$ cat src/rtl/matrix_op_dispatcher.sv
// matrix_op_dispatcher
// Accepts one validated matrix operation request, fetches the operand
// dimensions from matrix-storage metadata, re-checks shape compatibility,
// starts the matching compute unit and returns a status/result-dimension
// response to the operation selector.
//
// Ports:
//   clk, rst_n                 clock, asynchronous active-low reset
//   req_*                      request handshake from the selector
//   meta_rd_*, meta_rows/cols  metadata read strobe and returned dimensions
//   unit_*                     one-hot unit start, latched operands, done/error
//   rsp_*                      response handshake back to the selector
module matrix_op_dispatcher #(
  parameter int ID_WIDTH       = 3,
  parameter int DIM_WIDTH      = 3,
  parameter int DATA_WIDTH     = 32,
  parameter int TIMEOUT_CYCLES = 1048576
) (
  input  logic                  clk,
  input  logic                  rst_n,
  input  logic                  req_valid,
  output logic                  req_ready,
  input  logic [2:0]            req_calc_type,
  input  logic [ID_WIDTH-1:0]   req_id_a,
  input  logic [ID_WIDTH-1:0]   req_id_b,
  input  logic [DATA_WIDTH-1:0] req_scalar,
  output logic                  meta_rd_en,
  output logic [ID_WIDTH-1:0]   meta_rd_id,
  input  logic                  meta_rd_valid,
  input  logic [DIM_WIDTH-1:0]  meta_rows,
  input  logic [DIM_WIDTH-1:0]  meta_cols,
  output logic [4:0]            unit_start,
  output logic [ID_WIDTH-1:0]   unit_id_a,
  output logic [ID_WIDTH-1:0]   unit_id_b,
  output logic [DATA_WIDTH-1:0] unit_scalar,
  input  logic [4:0]            unit_done,
  input  logic                  unit_error,
  output logic                  rsp_valid,
  input  logic                  rsp_ready,
  output logic [1:0]            rsp_status,
  output logic [DIM_WIDTH-1:0]  rsp_rows,
  output logic [DIM_WIDTH-1:0]  rsp_cols
);

  localparam int CNT_W = $clog2(TIMEOUT_CYCLES + 1);
  localparam logic [CNT_W-1:0] CNT_LAST = CNT_W'(TIMEOUT_CYCLES - 1);

  localparam logic [2:0] CT_TRANSPOSE = 3'd0;
  localparam logic [2:0] CT_ADD       = 3'd1;
  localparam logic [2:0] CT_MUL       = 3'd2;
  localparam logic [2:0] CT_SCALAR    = 3'd3;
  localparam logic [2:0] CT_CONV      = 3'd4;

  localparam logic [1:0] ST_OK       = 2'd0;
  localparam logic [1:0] ST_DIM_ERR  = 2'd1;
  localparam logic [1:0] ST_UNIT_ERR = 2'd2;
  localparam logic [1:0] ST_TIMEOUT  = 2'd3;

  typedef enum logic [3:0] {
    S_IDLE    = 4'd0,
    S_FETCH_A = 4'd1,
    S_WAIT_A  = 4'd2,
    S_FETCH_B = 4'd3,
    S_WAIT_B  = 4'd4,
    S_CHECK   = 4'd5,
    S_START   = 4'd6,
    S_RUN     = 4'd7,
    S_RESPOND = 4'd8
  } state_t;

  state_t                state_r, state_s;
  logic [2:0]            calc_type_r;
  logic [ID_WIDTH-1:0]   id_a_r, id_b_r;
  logic [DATA_WIDTH-1:0] scalar_r;
  logic [DIM_WIDTH-1:0]  rows_a_r, cols_a_r, rows_b_r, cols_b_r;
  logic [DIM_WIDTH-1:0]  res_rows_r, res_cols_r;
  logic [1:0]            rsp_status_r;
  logic [DIM_WIDTH-1:0]  rsp_rows_r, rsp_cols_r;
  logic [CNT_W-1:0]      cnt_r;

  logic                  two_op_s, zero_dim_s, rule_ok_s, chk_pass_s, done_s, cnt_last_s;
  logic [DIM_WIDTH-1:0]  chk_rows_s, chk_cols_s;
  logic [4:0]            start_vec_s;

  assign unit_id_a   = id_a_r;
  assign unit_id_b   = id_b_r;
  assign unit_scalar = scalar_r;
  assign rsp_status  = rsp_status_r;
  assign rsp_rows    = rsp_rows_r;
  assign rsp_cols    = rsp_cols_r;
  assign cnt_last_s  = (cnt_r == CNT_LAST);
  assign chk_pass_s  = rule_ok_s & ~zero_dim_s;

  // Shape rules, result dimensions, unit selection and done selection per calc type
  always_comb begin
    two_op_s    = 1'b0;
    rule_ok_s   = 1'b0;
    chk_rows_s  = '0;
    chk_cols_s  = '0;
    start_vec_s = 5'b00000;
    done_s      = 1'b0;
    case (calc_type_r)
      CT_TRANSPOSE: begin
        rule_ok_s   = 1'b1;
        chk_rows_s  = cols_a_r;
        chk_cols_s  = rows_a_r;
        start_vec_s = 5'b00001;
        done_s      = unit_done[0];
      end
      CT_ADD: begin
        two_op_s    = 1'b1;
        rule_ok_s   = (rows_a_r == rows_b_r) && (cols_a_r == cols_b_r);
        chk_rows_s  = rows_a_r;
        chk_cols_s  = cols_a_r;
        start_vec_s = 5'b00010;
        done_s      = unit_done[1];
      end
      CT_MUL: begin
        two_op_s    = 1'b1;
        rule_ok_s   = (cols_a_r == rows_b_r);
        chk_rows_s  = rows_a_r;
        chk_cols_s  = cols_b_r;
        start_vec_s = 5'b00100;
        done_s      = unit_done[2];
      end
      CT_SCALAR: begin
        rule_ok_s   = 1'b1;
        chk_rows_s  = rows_a_r;
        chk_cols_s  = cols_a_r;
        start_vec_s = 5'b01000;
        done_s      = unit_done[3];
      end
      CT_CONV: begin
        two_op_s    = 1'b1;
        rule_ok_s   = (rows_b_r <= rows_a_r) && (cols_b_r <= cols_a_r);
        // B is the kernel; only valid (non-padded) output positions are produced
        chk_rows_s  = rows_a_r - rows_b_r + DIM_WIDTH'(1);
        chk_cols_s  = cols_a_r - cols_b_r + DIM_WIDTH'(1);
        start_vec_s = 5'b10000;
        done_s      = unit_done[4];
      end
      default: begin
        rule_ok_s = 1'b0;
      end
    endcase
    zero_dim_s = (rows_a_r == '0) || (cols_a_r == '0) ||
                 (two_op_s && ((rows_b_r == '0) || (cols_b_r == '0)));
  end

  // Next-state decode and state-derived handshake/strobe outputs
  always_comb begin
    state_s    = state_r;
    req_ready  = 1'b0;
    meta_rd_en = 1'b0;
    meta_rd_id = '0;
    unit_start = 5'b00000;
    rsp_valid  = 1'b0;
    case (state_r)
      S_IDLE: begin
        req_ready = 1'b1;
        if (req_valid) begin
          state_s = (req_calc_type > CT_CONV) ? S_RESPOND : S_FETCH_A;
        end else begin
          state_s = S_IDLE;
        end
      end
      S_FETCH_A: begin
        meta_rd_en = 1'b1;
        meta_rd_id = id_a_r;
        state_s    = S_WAIT_A;
      end
      S_WAIT_A: begin
        if (meta_rd_valid) begin
          state_s = two_op_s ? S_FETCH_B : S_CHECK;
        end else begin
          state_s = S_WAIT_A;
        end
      end
      S_FETCH_B: begin
        meta_rd_en = 1'b1;
        meta_rd_id = id_b_r;
        state_s    = S_WAIT_B;
      end
      S_WAIT_B: begin
        if (meta_rd_valid) begin
          state_s = S_CHECK;
        end else begin
          state_s = S_WAIT_B;
        end
      end
      S_CHECK: begin
        state_s = chk_pass_s ? S_START : S_RESPOND;
      end
      S_START: begin
        unit_start = start_vec_s;
        state_s    = S_RUN;
      end
      S_RUN: begin
        if (unit_error || done_s || cnt_last_s) begin
          state_s = S_RESPOND;
        end else begin
          state_s = S_RUN;
        end
      end
      S_RESPOND: begin
        rsp_valid = 1'b1;
        if (rsp_ready) begin
          state_s = S_IDLE;
        end else begin
          state_s = S_RESPOND;
        end
      end
      default: begin
        state_s = S_IDLE;
      end
    endcase
  end

  // State register
  always_ff @(posedge clk or negedge rst_n) begin
    if (!rst_n) state_r <= S_IDLE;
    else        state_r <= state_s;
  end

  // Request latch, metadata capture, run counter and response registers
  always_ff @(posedge clk or negedge rst_n) begin
    if (!rst_n) begin
      calc_type_r  <= 3'd0;
      id_a_r       <= '0;
      id_b_r       <= '0;
      scalar_r     <= '0;
      rows_a_r     <= '0;
      cols_a_r     <= '0;
      rows_b_r     <= '0;
      cols_b_r     <= '0;
      res_rows_r   <= '0;
      res_cols_r   <= '0;
      rsp_status_r <= ST_OK;
      rsp_rows_r   <= '0;
      rsp_cols_r   <= '0;
      cnt_r        <= '0;
    end else begin
      case (state_r)
        S_IDLE: begin
          if (req_valid) begin
            calc_type_r <= req_calc_type;
            id_a_r      <= req_id_a;
            id_b_r      <= req_id_b;
            scalar_r    <= req_scalar;
            rows_a_r    <= '0;
            cols_a_r    <= '0;
            rows_b_r    <= '0;
            cols_b_r    <= '0;
            if (req_calc_type > CT_CONV) begin
              rsp_status_r <= ST_DIM_ERR;
              rsp_rows_r   <= '0;
              rsp_cols_r   <= '0;
            end
          end
        end
        S_WAIT_A: begin
          if (meta_rd_valid) begin
            rows_a_r <= meta_rows;
            cols_a_r <= meta_cols;
          end
        end
        S_WAIT_B: begin
          if (meta_rd_valid) begin
            rows_b_r <= meta_rows;
            cols_b_r <= meta_cols;
          end
        end
        S_CHECK: begin
          if (chk_pass_s) begin
            res_rows_r <= chk_rows_s;
            res_cols_r <= chk_cols_s;
          end else begin
            rsp_status_r <= ST_DIM_ERR;
            rsp_rows_r   <= '0;
            rsp_cols_r   <= '0;
          end
        end
        S_START: begin
          cnt_r <= '0;
        end
        S_RUN: begin
          // error outranks done, and done outranks the timeout on the final cycle
          if (unit_error) begin
            rsp_status_r <= ST_UNIT_ERR;
            rsp_rows_r   <= '0;
            rsp_cols_r   <= '0;
          end else if (done_s) begin
            rsp_status_r <= ST_OK;
            rsp_rows_r   <= res_rows_r;
            rsp_cols_r   <= res_cols_r;
          end else if (cnt_last_s) begin
            rsp_status_r <= ST_TIMEOUT;
            rsp_rows_r   <= '0;
            rsp_cols_r   <= '0;
          end else begin
            cnt_r <= cnt_r + CNT_W'(1);
          end
        end
        S_RESPOND: begin
          if (rsp_ready) begin
            rsp_status_r <= ST_OK;
            rsp_rows_r   <= '0;
            rsp_cols_r   <= '0;
          end
        end
        default: begin
          cnt_r <= cnt_r;
        end
      endcase
    end
  end

endmodule

$ cat config.mk
export PLATFORM = sky130hd
export DESIGN_NAME = matrix_op_dispatcher
export DESIGN_NICKNAME = d
export VERILOG_FILES = /design/src/rtl/matrix_op_dispatcher.sv
export SDC_FILE = /design/constraint.sdc
export NUM_CORES = 1
export LEC_CHECK = 0
export CAP_MARGIN = 10
export CORE_MARGIN = 2
export CORE_UTILIZATION = 50
export CTS_CLUSTER_SIZE = 28
export DETAILED_ROUTE_END_ITERATION = 7
export DONT_BUFFER_PORTS = 1
export PLACE_DENSITY = 0.74
export SYNTH_ARGS = -nofsm -noshare
export SYNTH_HDL_FRONTEND = slang
export SYNTH_SLANG_ARGS = --single-unit
$ cat constraint.sdc
create_clock -name clk -period 4 [get_ports clk]
set_input_delay 0.8 -clock clk [delete_from_list [all_inputs] [get_ports clk]]
set_output_delay 0.8 -clock clk [all_outputs]
set_load 0.05 [all_outputs]
==> results of run 1 <==
-- where the power goes --
part / total, W / internal [W] / leakage, nW / switching, W
registers: 0.00238 / 0.00127 / 1.20 / 0.00111
clock network: 0.000656 / 0.000299 / 0.0984 / 0.000357
logic: 0.00143 / 0.000621 / 1.02 / 0.000805
total: 0.00446 / 0.00219 / 2.32 / 0.00228
-- synth_stat cells (2+ instances only) --
library cell,instances
nand2_1,134
dfrtp_1,92
nor2_1,35
xnor2_1,22
clkbuf_1,21
a22o_1,18
inv_1,18
nand3_1,15
o21ai_0,15
nor4_1,13
mux2i_1,12
ha_1,11
nor3_1,10
a21oi_1,8
mux2_2,8
nand4_1,7
and3_1,6
nand2b_1,5
or4_1,4
a211o_1,3
a31oi_1,3
buf_2,3
nor2b_1,3
nor4b_1,3
o22ai_1,3
o31ai_1,3
and2_1,2
and4_1,2
buf_1,2
nand3b_1,2
or3_1,2
-- placed cells by master (no fill, tap or decap), types with 11 or more instances in the layout --
master and count:
ha_1 11, inv_1 18, mux2i_1 12, xnor2_1 22, a22o_1 18, nor4_1 12, dfrtp_1 92, nand2_1 134
nor2_1 35, o21ai_0 15, nand3_1 15
-- stage by stage --
step / setup slack [ns] / std cells / total power [W] / util / hold slack (ns)
floorplan: 0.782 / 503 / 0.00348 / - / 0.462
global placement: 1.02 / 593 / 0.00376 / 0.517 / 0.473
detailed placement: 0.937 / 593 / 0.00382 / 0.517 / 0.479
CTS: 0.717 / 609 / 0.00448 / 0.540 / 0.107
global route: 0.580 / 609 / 0.00477 / 0.540 / 0.0907
finish: 0.719 / 609 / 0.00446 / 0.540 / 0.123
-- final cells by class --
type	instances	area, um^2	share of cell area
Sequential cell	92	2300	0.468
Timing Repair Buffer	6	45.0	0.00916
Clock buffer	9	124	0.0252
Clock inverter	7	82.6	0.0168
Tap cell	111	139	0.0282
Inverter	18	67.6	0.0137
Multi-Input combinational cell	366	2160	0.439
-- registers in the layout, summed over array words and instances, names as in the netlist --
register     cells
res_cols_r       3
rsp_cols         3
calc_type_r      3
rsp_rows         3
rsp_status       2
cnt_r           21
cols_b_r         3
cols_a_r         3
unit_id_b        3
rows_a_r         3
unit_id_a        3
res_rows_r       3
unit_scalar     32
state_r          4
rows_b_r         3
-- final timing paths --
kind                                             from                      end  slack (ns)  depth (start not counted)
max                        calc_type_r[0]$_DFFE_PN0P_            unit_start[4]        0.72                          3
min                                             rst_n  rsp_rows[0]$_DFFE_PN0P_        0.12                          0
max reg2reg                calc_type_r[0]$_DFFE_PN0P_    cnt_r[18]$_DFFE_PN0P_        0.92                          6
min reg2reg                 res_rows_r[1]$_DFFE_PN0P_  rsp_rows[1]$_DFFE_PN0P_        0.50                          1
max in group asynchronous                       rst_n    cnt_r[18]$_DFFE_PN0P_        3.67                          0
min in group clk            res_rows_r[1]$_DFFE_PN0P_  rsp_rows[1]$_DFFE_PN0P_        0.50                          1
-- logic make-up (layout without fill, tap and decap cells) --
family	count (synthesis)	after routing	share of synthesized area
adder cells (fa/ha/maj)	11	11	0.0297
multiplexers	21	21	0.0486
AND/OR/NAND/NOR	249	249	0.248
buffers and inverters	45	40	0.0389
XOR/XNOR	23	23	0.0435
AO/OA/AOI/OAI	62	62	0.0943
flip-flops	92	92	0.497
-- routing by layer --
layer	track usage	share of wire	wire length, um
met1	0.272	0.46	4670
met2	0.323	0.45	4580
met3	0.0829	0.089	912
met4	0.0569	0.0091	93
met5	0	0	0
==> impl_metrics.py, run 1 <==
metrics = {
    "logic_synthesis": {
        "yosysTopAreaCellShare": 0.497,
        "synth-edff-count": 0,
        "synth_cell_types": 49,
        "netlist_instances": 503,
        "synth_nets": 572,
        "ys_seq_area_frac": 0.497,
        "yosys.area.top_type": "dfrtp_1",
        "async_flop_share": 1.00,
        "synth-main-ff-cell": "dfrtp_1",
        "yosysWarnings": 0,
        "synth.area.top_cells": "dfrtp_1, nand2_1, xnor2_1, a22o_1, ha_1",
        "syn_area_mm2": 0.00463,
        "syn_avg_cell_area_um2": 9.21,
        "synth_seq_cells": 92,
    },
    "global_routing": {
        "grt_max_degree": 93,
        "antenna_found_initial": 0,
        "overflow": 0,
        "grt_pass1_wl_um": 16600,
        "grt_use_total": 0.208,
        "grt_pass1_vias": 3454,
    },
    "setup_path": {
        "cp-end-kind": "output pin",
        "cp.arrival_ns": 2.48,
        "slowest_stage": "nor2_1",
        "crit_chain": "nor2_2 > nand2_1 > nor2_1",
        "startpoint_type": "register",
        "cp.required_ns": 3.20,
        "path_delay_family": "simple AND/OR/NAND/NOR gates",
        "path_max_fanout": 17,
        "crit_buf_inv": 0,
        "criticalPathCategory": "reg2out",
        "cpPeakStageDelay_ns": 0.79,
    },
    "power": {
        "p_leak_nw": 2.32,
        "ir_worst_vdd_v": 0.000435,
        "power.density_mw_per_mm2": 907,
    },
    "cells_and_area": {
        "layout.nets": 562,
        "area_delta_synth_final_pct": 6.24,
        "layout-drive-gt1-share": 0.0743,
        "diodes": 0,
        "fillerInstances": 818,
        "postLayoutCellArea_mm2": 0.00492,
    },
    "sta": {
        "fin_crit_ns": 3.28,
        "rsz0062_at_grt": "false",
        "hold_violations": 0,
        "finalSetupTns_ns": 0,
        "worst_pin_slew_ns": 0.936,
        "slew_violations": 0,
        "finClkSkew_ns": 0.0111,
        "min_period_over_period": 0.820,
        "setup_viol": 0,
        "slew_headroom": 0.374,
        "fmax_mhz": 305,
    },
    "clock_tree": {
        "cts-resized-gates": 0,
        "cts_max_level": 3,
        "cts_root_buffer": "clkbuf_8",
        "cts_tree": "built",
        "insertion_delay_ns": 0.36,
        "clkSlewWorstSetupHoldPaths_ns": 0.09,
        "cts_hold_buffers": 0,
        "numClockSinks": 92,
        "cts_buffers": 9,
        "postCtsSetupBuffers": 0,
        "cts_max_path_buffers": 2,
    },
    "drt": {
        "drt_wl_total_um": 10300,
        "drc": 0,
        "drt-initial-drc-count": 215,
        "drtPass1Iterations": 4,
        "ant_nets": 0,
        "route.detailed.wl_per_inst_um": 16.8,
        "via_count": 3519,
        "vias_per_cell": 5.78,
    },
    "floorplan": {
        "die_h_um": 100,
        "start_util": 0.508,
        "die_w_um": 100,
        "core_mm2": 0.00911,
        "rows": 35,
        "ios": 115,
        "fp.dieArea_mm2": 0.0100,
    },
    "place": {
        "gp_congestion": 0.878,
        "placed_cell_area_mm2": 0.00471,
        "io_buffer_count": 0,
        "dpl.hpwl_um": 7190,
    },
    "run_status": {
        "status": "finished clean",
    },
    "run": {
        "max_cap_violations": 0,
    },
    "worst_hold_path": {
        "worstHoldPathType": "in2async",
    },
}
Note: power is estimated with default switching activity, not from simulation.
==> inputs of run 2 (changes only) <==
--- a/config.mk
+++ b/config.mk
@@ -11,7 +11,7 @@
 export CTS_CLUSTER_SIZE = 28
 export DETAILED_ROUTE_END_ITERATION = 7
 export DONT_BUFFER_PORTS = 1
-export PLACE_DENSITY = 0.74
+export PLACE_DENSITY = 0.77
 export SYNTH_ARGS = -nofsm -noshare
 export SYNTH_HDL_FRONTEND = slang
 export SYNTH_SLANG_ARGS = --single-unit
==> constraint.sdc (replaced) <==
create_clock -name clk -period 3 [get_ports clk]
set_input_delay 0.6 -clock clk [delete_from_list [all_inputs] [get_ports clk]]
set_output_delay 0.6 -clock clk [all_outputs]
set_load 0.05 [all_outputs]
==> run 2 against run 1 <==
  * Power increased by 37%
  * Clock-buffer cell count stayed put
  * Routed wire length is 5.9% higher
  * Non-clock buffer count rose by 13
  * Combinational power up 48%
  * First-iteration DRC count down 3.7%
  * Cell area is 2.8% higher
  * Clock skew down 0.0013 ns
  * Sequential cell count unchanged
  * Die area unchanged
  * Global-route usage grew 1.5 points
  * Via count is 3.4% higher
  * Critical path type is now reg2reg
  * Highest routed layer unchanged
==> impl_metrics.py, run 2 (synthesis results as in run 1) <==
metrics = {
    "power": {
        "ir_worst_vdd_v": 0.000668,
        "power.density_mw_per_mm2": 1210,
        "p_leak_nw": 2.40,
    },
    "clock_tree": {
        "clkSlewWorstSetupHoldPaths_ns": 0.09,
        "cts_max_path_buffers": 2,
        "cts_buffers": 9,
        "cts_max_level": 3,
        "cts_root_buffer": "clkbuf_8",
        "numClockSinks": 92,
        "postCtsSetupBuffers": 0,
        "cts_tree": "built",
        "insertion_delay_ns": 0.36,
    },
    "cells_and_area": {
        "postLayoutCoreUtil": 0.555,
        "diodes": 0,
        "fillerInstances": 801,
        "fin_cells": 622,
        "layout.nets": 575,
        "area_delta_synth_final_pct": 9.21,
        "final_common_cell": "nand2_1",
        "largest_register_ffs": 32,
        "final_cell_mix": "nand2_1, dfrtp_1, nor2_1",
        "layout-drive-gt1-share": 0.0998,
    },
    "setup_path": {
        "cp.arrival_ns": 2.98,
        "path_max_fanout": 9,
        "cp.required_ns": 3.25,
        "startpoint_type": "register",
        "criticalPathCategory": "reg2reg",
        "cp-end-kind": "register",
        "r2r_cells": 6,
    },
    "global_routing": {
        "grt_pass1_wl_um": 17700,
        "overflow": 0,
        "grt_use_total": 0.223,
        "antenna_found_initial": 0,
        "grt_max_degree": 93,
        "grt_pass1_vias": 3578,
    },
    "sta": {
        "hold_violations": 0,
        "fin_crit_ns": 2.73,
        "finalSetupTns_ns": 0,
        "min_period_over_period": 0.909,
        "slew_violations": 0,
        "slew_headroom": 0.496,
        "worst_pin_slew_ns": 0.750,
        "fmax_mhz": 367,
        "setup_viol": 0,
        "rsz0062_at_grt": "false",
        "finClkSkew_ns": 0.00974,
    },
    "drt": {
        "route.detailed.wl_per_inst_um": 17.5,
        "vias_per_cell": 5.85,
        "drtPass1Iterations": 4,
        "drc": 0,
        "drt_wl_total_um": 10900,
        "ant_nets": 0,
        "via_count": 3638,
        "drt-initial-drc-count": 207,
    },
    "floorplan": {
        "core_mm2": 0.00911,
        "die_w_um": 100,
        "ios": 115,
        "die_h_um": 100,
        "fp.dieArea_mm2": 0.0100,
        "start_util": 0.508,
        "rows": 35,
    },
    "place": {
        "gp_congestion": 0.859,
        "dpl.cell_count": 605,
        "dpl.hpwl_um": 7660,
        "io_buffer_count": 0,
    },
    "run_status": {
        "status": "finished clean",
    },
    "worst_hold_path": {
        "worstHoldPathType": "in2async",
    },
    "run": {
        "max_cap_violations": 0,
    },
}
[run 2: cell count changes in the layout (fill, tap and decap cells not counted), sizes merged]
cell	previous run	this run
buf	6	19
clkinvlp	2	1
inv	21	22
[run 2: stage by stage]
step                      cell area, um^2  power (W)  hold WS (ns)  worst slack (ns)
after detailed placement             4820    0.00520         0.308             0.311
after global placement               4820    0.00510         0.307             0.412
final                                5060    0.00612         0.134             0.273
after global routing                 5060    0.00653         0.155             0.139
after floorplan                      4640    0.00464         0.304             0.129
after CTS                            5060    0.00613         0.148             0.292
[run 2: cell type report]
type | instances | area [um^2] | area share
clock inverters | 7 | 88.8 | 0.0176
flip-flops and latches | 92 | 2300 | 0.455
inverters | 18 | 67.6 | 0.0134
clock buffers | 9 | 124 | 0.0245
well taps | 111 | 139 | 0.0275
repair buffers | 19 | 163 | 0.0322
multi-input cells | 366 | 2170 | 0.430
[run 2: worst paths after layout]
check                                            from                     endpoint  slack [ns]
setup / recovery           calc_type_r[0]$_DFFE_PN0P_    rsp_status[1]$_DFFE_PN0P_        0.27
hold / removal                                  rst_n        cnt_r[18]$_DFFE_PN0P_        0.13
setup reg to reg           calc_type_r[0]$_DFFE_PN0P_    rsp_status[1]$_DFFE_PN0P_        0.27
hold reg to reg             res_cols_r[0]$_DFFE_PN0P_      rsp_cols[0]$_DFFE_PN0P_        0.51
max in group asynchronous                       rst_n         cnt_r[9]$_DFFE_PN0P_        2.51
min in group clk                       req_scalar[20]  unit_scalar[20]$_DFFE_PN0P_        0.33
[run 2: report_power, final]
group / switching (W) / internal [W] / leakage [nW] / total, W
Combinational: 0.00123 / 0.000892 / 1.10 / 0.00212
Sequential: 0.00141 / 0.00169 / 1.20 / 0.00310
Clock: 0.000490 / 0.000407 / 0.106 / 0.000897
Total: 0.00313 / 0.00299 / 2.40 / 0.00612
[run 2: critical path, stage by stage, from the launching register on]
cell and delay [ns]:
dfrtp_1 0.48, nor2_2 0.39, nand2_1 0.23, o31a_1 0.32, o32a_1 0.19, o21ai_1 0.59
mux2_2 0.41
[run 2: routing by layer]
| metal | routed length [um] | vias up | part of all wire | track usage |
|---|---|---|---|---|
| li1 | - | 1732 | - | - |
| met3 | 985 | 17 | 0.091 | 0.0620 |
| met1 | 4850 | 1723 | 0.45 | 0.313 |
| met2 | 4850 | 166 | 0.45 | 0.334 |
| met4 | 173 | 0 | 0.016 | 0.0759 |
| met5 | 0 | - | 0 | 0 |
[run 2: repair_timing]
action	CTS	global route
endpoints found under the hold margin	92	0
gates resized for setup	0	0
hold buffers	1	0
==> inputs of run 3 (changes only) <==
--- a/config.mk
+++ b/config.mk
@@ -11,6 +11,7 @@
 export CTS_CLUSTER_SIZE = 28
 export DETAILED_ROUTE_END_ITERATION = 7
 export DONT_BUFFER_PORTS = 1
+export HOLD_SLACK_MARGIN = 0.12
 export PLACE_DENSITY = 0.77
 export SYNTH_ARGS = -nofsm -noshare
 export SYNTH_HDL_FRONTEND = slang
==> constraint.sdc (replaced) <==
create_clock -name clk -period 2.3 [get_ports clk]
set_input_delay 0.46 -clock clk [delete_from_list [all_inputs] [get_ports clk]]
set_output_delay 0.46 -clock clk [all_outputs]
set_load 0.05 [all_outputs]
==> run 3 against run 2 <==
  * The run now ends with negative hold slack, negative setup slack left
  * Critical endpoint unchanged
  * Critical path type unchanged
  * Combinational power increased by 63%
  * Clock-buffer cell count increased by 1
  * Sequential cell count unchanged
  * Setup slack got worse by 0.33 ns
  * Power increased by 38%
==> impl_metrics.py, run 3 (synthesis results as in run 1) <==
metrics = {
    "run_status": {
        "status": "finished with violations",
        "violations": "negative hold slack, negative setup slack",
    },
    "power": {
        "combPwrFrac": 0.409,
        "finalPower_w": 0.00846,
        "power_switching_w": 0.00426,
        "ir_worst_vdd_v": 0.000791,
        "pwr-share-clk": 0.130,
        "p_int_w": 0.00420,
        "seqPwrFrac": 0.461,
        "p_leak_nw": 2.67,
        "switching_share": 0.504,
        "power.density_mw_per_mm2": 1490,
    },
    "place": {
        "place_worst_setup_slack_ns": -0.0880,
        "io_buffer_count": 0,
        "dpl.hpwl_um": 8060,
        "gp_congestion": 0.896,
        "placed_cell_area_mm2": 0.00519,
    },
    "sta": {
        "min_period_over_period": 1.03,
        "whs_ns": -0.229,
        "hold_violations": 92,
        "setup_ws_ns": -0.0582,
        "worst_pin_slew_ns": 0.686,
        "fin_crit_ns": 2.36,
        "setup_viol": 18,
        "fmax_mhz": 424,
        "slew_headroom": 0.539,
        "finClkSkew_ns": 0.0148,
        "slew_violations": 0,
        "rsz0062_at_grt": "true",
    },
    "drt": {
        "drt_wl_total_um": 11600,
        "route.detailed.wl_per_inst_um": 17.3,
        "via_count": 3884,
        "ant_nets": 0,
        "drtPass1Iterations": 8,
        "drt-initial-drc-count": 231,
        "drc": 0,
        "vias_per_cell": 5.80,
    },
    "floorplan": {
        "die_h_um": 100,
        "ios": 115,
        "fp.dieArea_mm2": 0.0100,
        "core_mm2": 0.00911,
        "rows": 35,
        "start_util": 0.508,
        "die_w_um": 100,
    },
    "cells_and_area": {
        "area_delta_synth_final_pct": 22.7,
        "postLayoutCoreUtil": 0.624,
        "largest_register_ffs": 32,
        "postLayoutCellArea_mm2": 0.00568,
        "final_common_cell": "nand2_1",
        "layout.nets": 623,
        "layout-drive-gt1-share": 0.222,
        "diodes": 0,
        "final_cell_mix": "nand2_1, dfrtp_1, buf_4",
    },
    "global_routing": {
        "overflow": 0,
        "antenna_found_initial": 0,
        "grt_use_total": 0.224,
        "grt_pass1_wl_um": 17800,
        "grt_max_degree": 93,
        "grt_pass1_vias": 3663,
    },
    "clock_tree": {
        "cts_max_level": 3,
        "numClockSinks": 92,
        "cts_max_path_buffers": 2,
        "clkSlewWorstSetupHoldPaths_ns": 0.11,
        "cts_buffers": 9,
        "cts_root_buffer": "clkbuf_8",
        "insertion_delay_ns": 0.37,
        "cts_tree": "built",
    },
    "run": {
        "max_cap_violations": 0,
    },
    "setup_path": {
        "crit_chain": "ha_2 > nand2_2 > or4_4 > or4b_4 > a31oi_4 > o21ai_4 > mux2_2",
        "r2r_slack_ns": -0.06,
        "slowest_stage": "or4b_4",
        "cp-end-kind": "register",
        "cpPeakStageDelay_ns": 0.52,
        "cp.arrival_ns": 2.62,
        "criticalPathCategory": "reg2reg",
        "path_max_fanout": 8,
        "cp.required_ns": 2.56,
        "startpoint_type": "register",
    },
    "worst_hold_path": {
        "worstHoldPathType": "in2async",
    },
}
==> run 3: final timing paths <==
path,from,to,depth (start not counted)
max,cnt_r[1]$_DFFE_PN0P_,rsp_status[1]$_DFFE_PN0P_,7
min,rst_n,rsp_status[0]$_DFFE_PN0P_,0
max reg2reg,cnt_r[1]$_DFFE_PN0P_,rsp_status[1]$_DFFE_PN0P_,7
min reg2reg,res_rows_r[2]$_DFFE_PN0P_,rsp_rows[2]$_DFFE_PN0P_,1
max in group asynchronous,rst_n,unit_scalar[22]$_DFFE_PN0P_,0
min in group clk,req_scalar[12],unit_scalar[12]$_DFFE_PN0P_,2
==> run 3: worst max-delay path: cells and delay by family (launching register included) <==
kind	cells	cell delay (ns)
AND/OR/NAND/NOR	3	1.06
flip-flops	1	0.38
AO/OA/AOI/OAI	2	0.32
multiplexers	1	0.28
adder cells (fa/ha/maj)	1	0.20
==> run 3: cell type report <==
type | count | area, um^2
fill | 708 | 3430
timing repair buffer | 66 | 579
multi-input combinational | 367 | 2390
clock buffer | 10 | 138
inverter | 18 | 67.6
sequential | 92 | 2300
clock inverter | 6 | 60.1
tap | 111 | 139
==> run 3: through the flow <==
step / instances / setup TNS (ns) / hold WS (ns)
2_1_floorplan: 503 / -0.919 / 0.164
4_1_cts: 664 / -0.0639 / -0.241
3_3_place_gp: 645 / -0.176 / 0.167
3_5_place_dp: 645 / -0.704 / 0.167
6_report: 670 / -0.514 / -0.229
5_1_grt: 670 / -2.84 / -0.252
==> run 3: per-layer routing <==
metal	GRT usage	vias to the layer above	wire (um)
met3	0.0724	12	893
met2	0.351	162	5550
li1	-	1823	-
met4	0.0706	0	96
met5	0	-	0
met1	0.298	1887	5080
==> run 3: what timing repair did <==
action / CTS / global route
endpoints found under the hold margin: 92 / 92
endpoints found under the setup margin: 18 / 38
gates cloned: 0 / 1
setup buffers: 3 / 5
pin swaps: 3 / 23
gates resized for setup: 6 / 40
==> run 3: power by group through the flow <==
stage	Clock, W	Sequential (W)	Combinational [W]
2_1_floorplan	0	0.00381	0.00229
3_3_place_gp	0	0.00388	0.00309
3_5_place_dp	0	0.00390	0.00322
4_1_cts	0.00111	0.00389	0.00328
5_1_grt	0.00118	0.00398	0.00381
6_report	0.00110	0.00390	0.00346
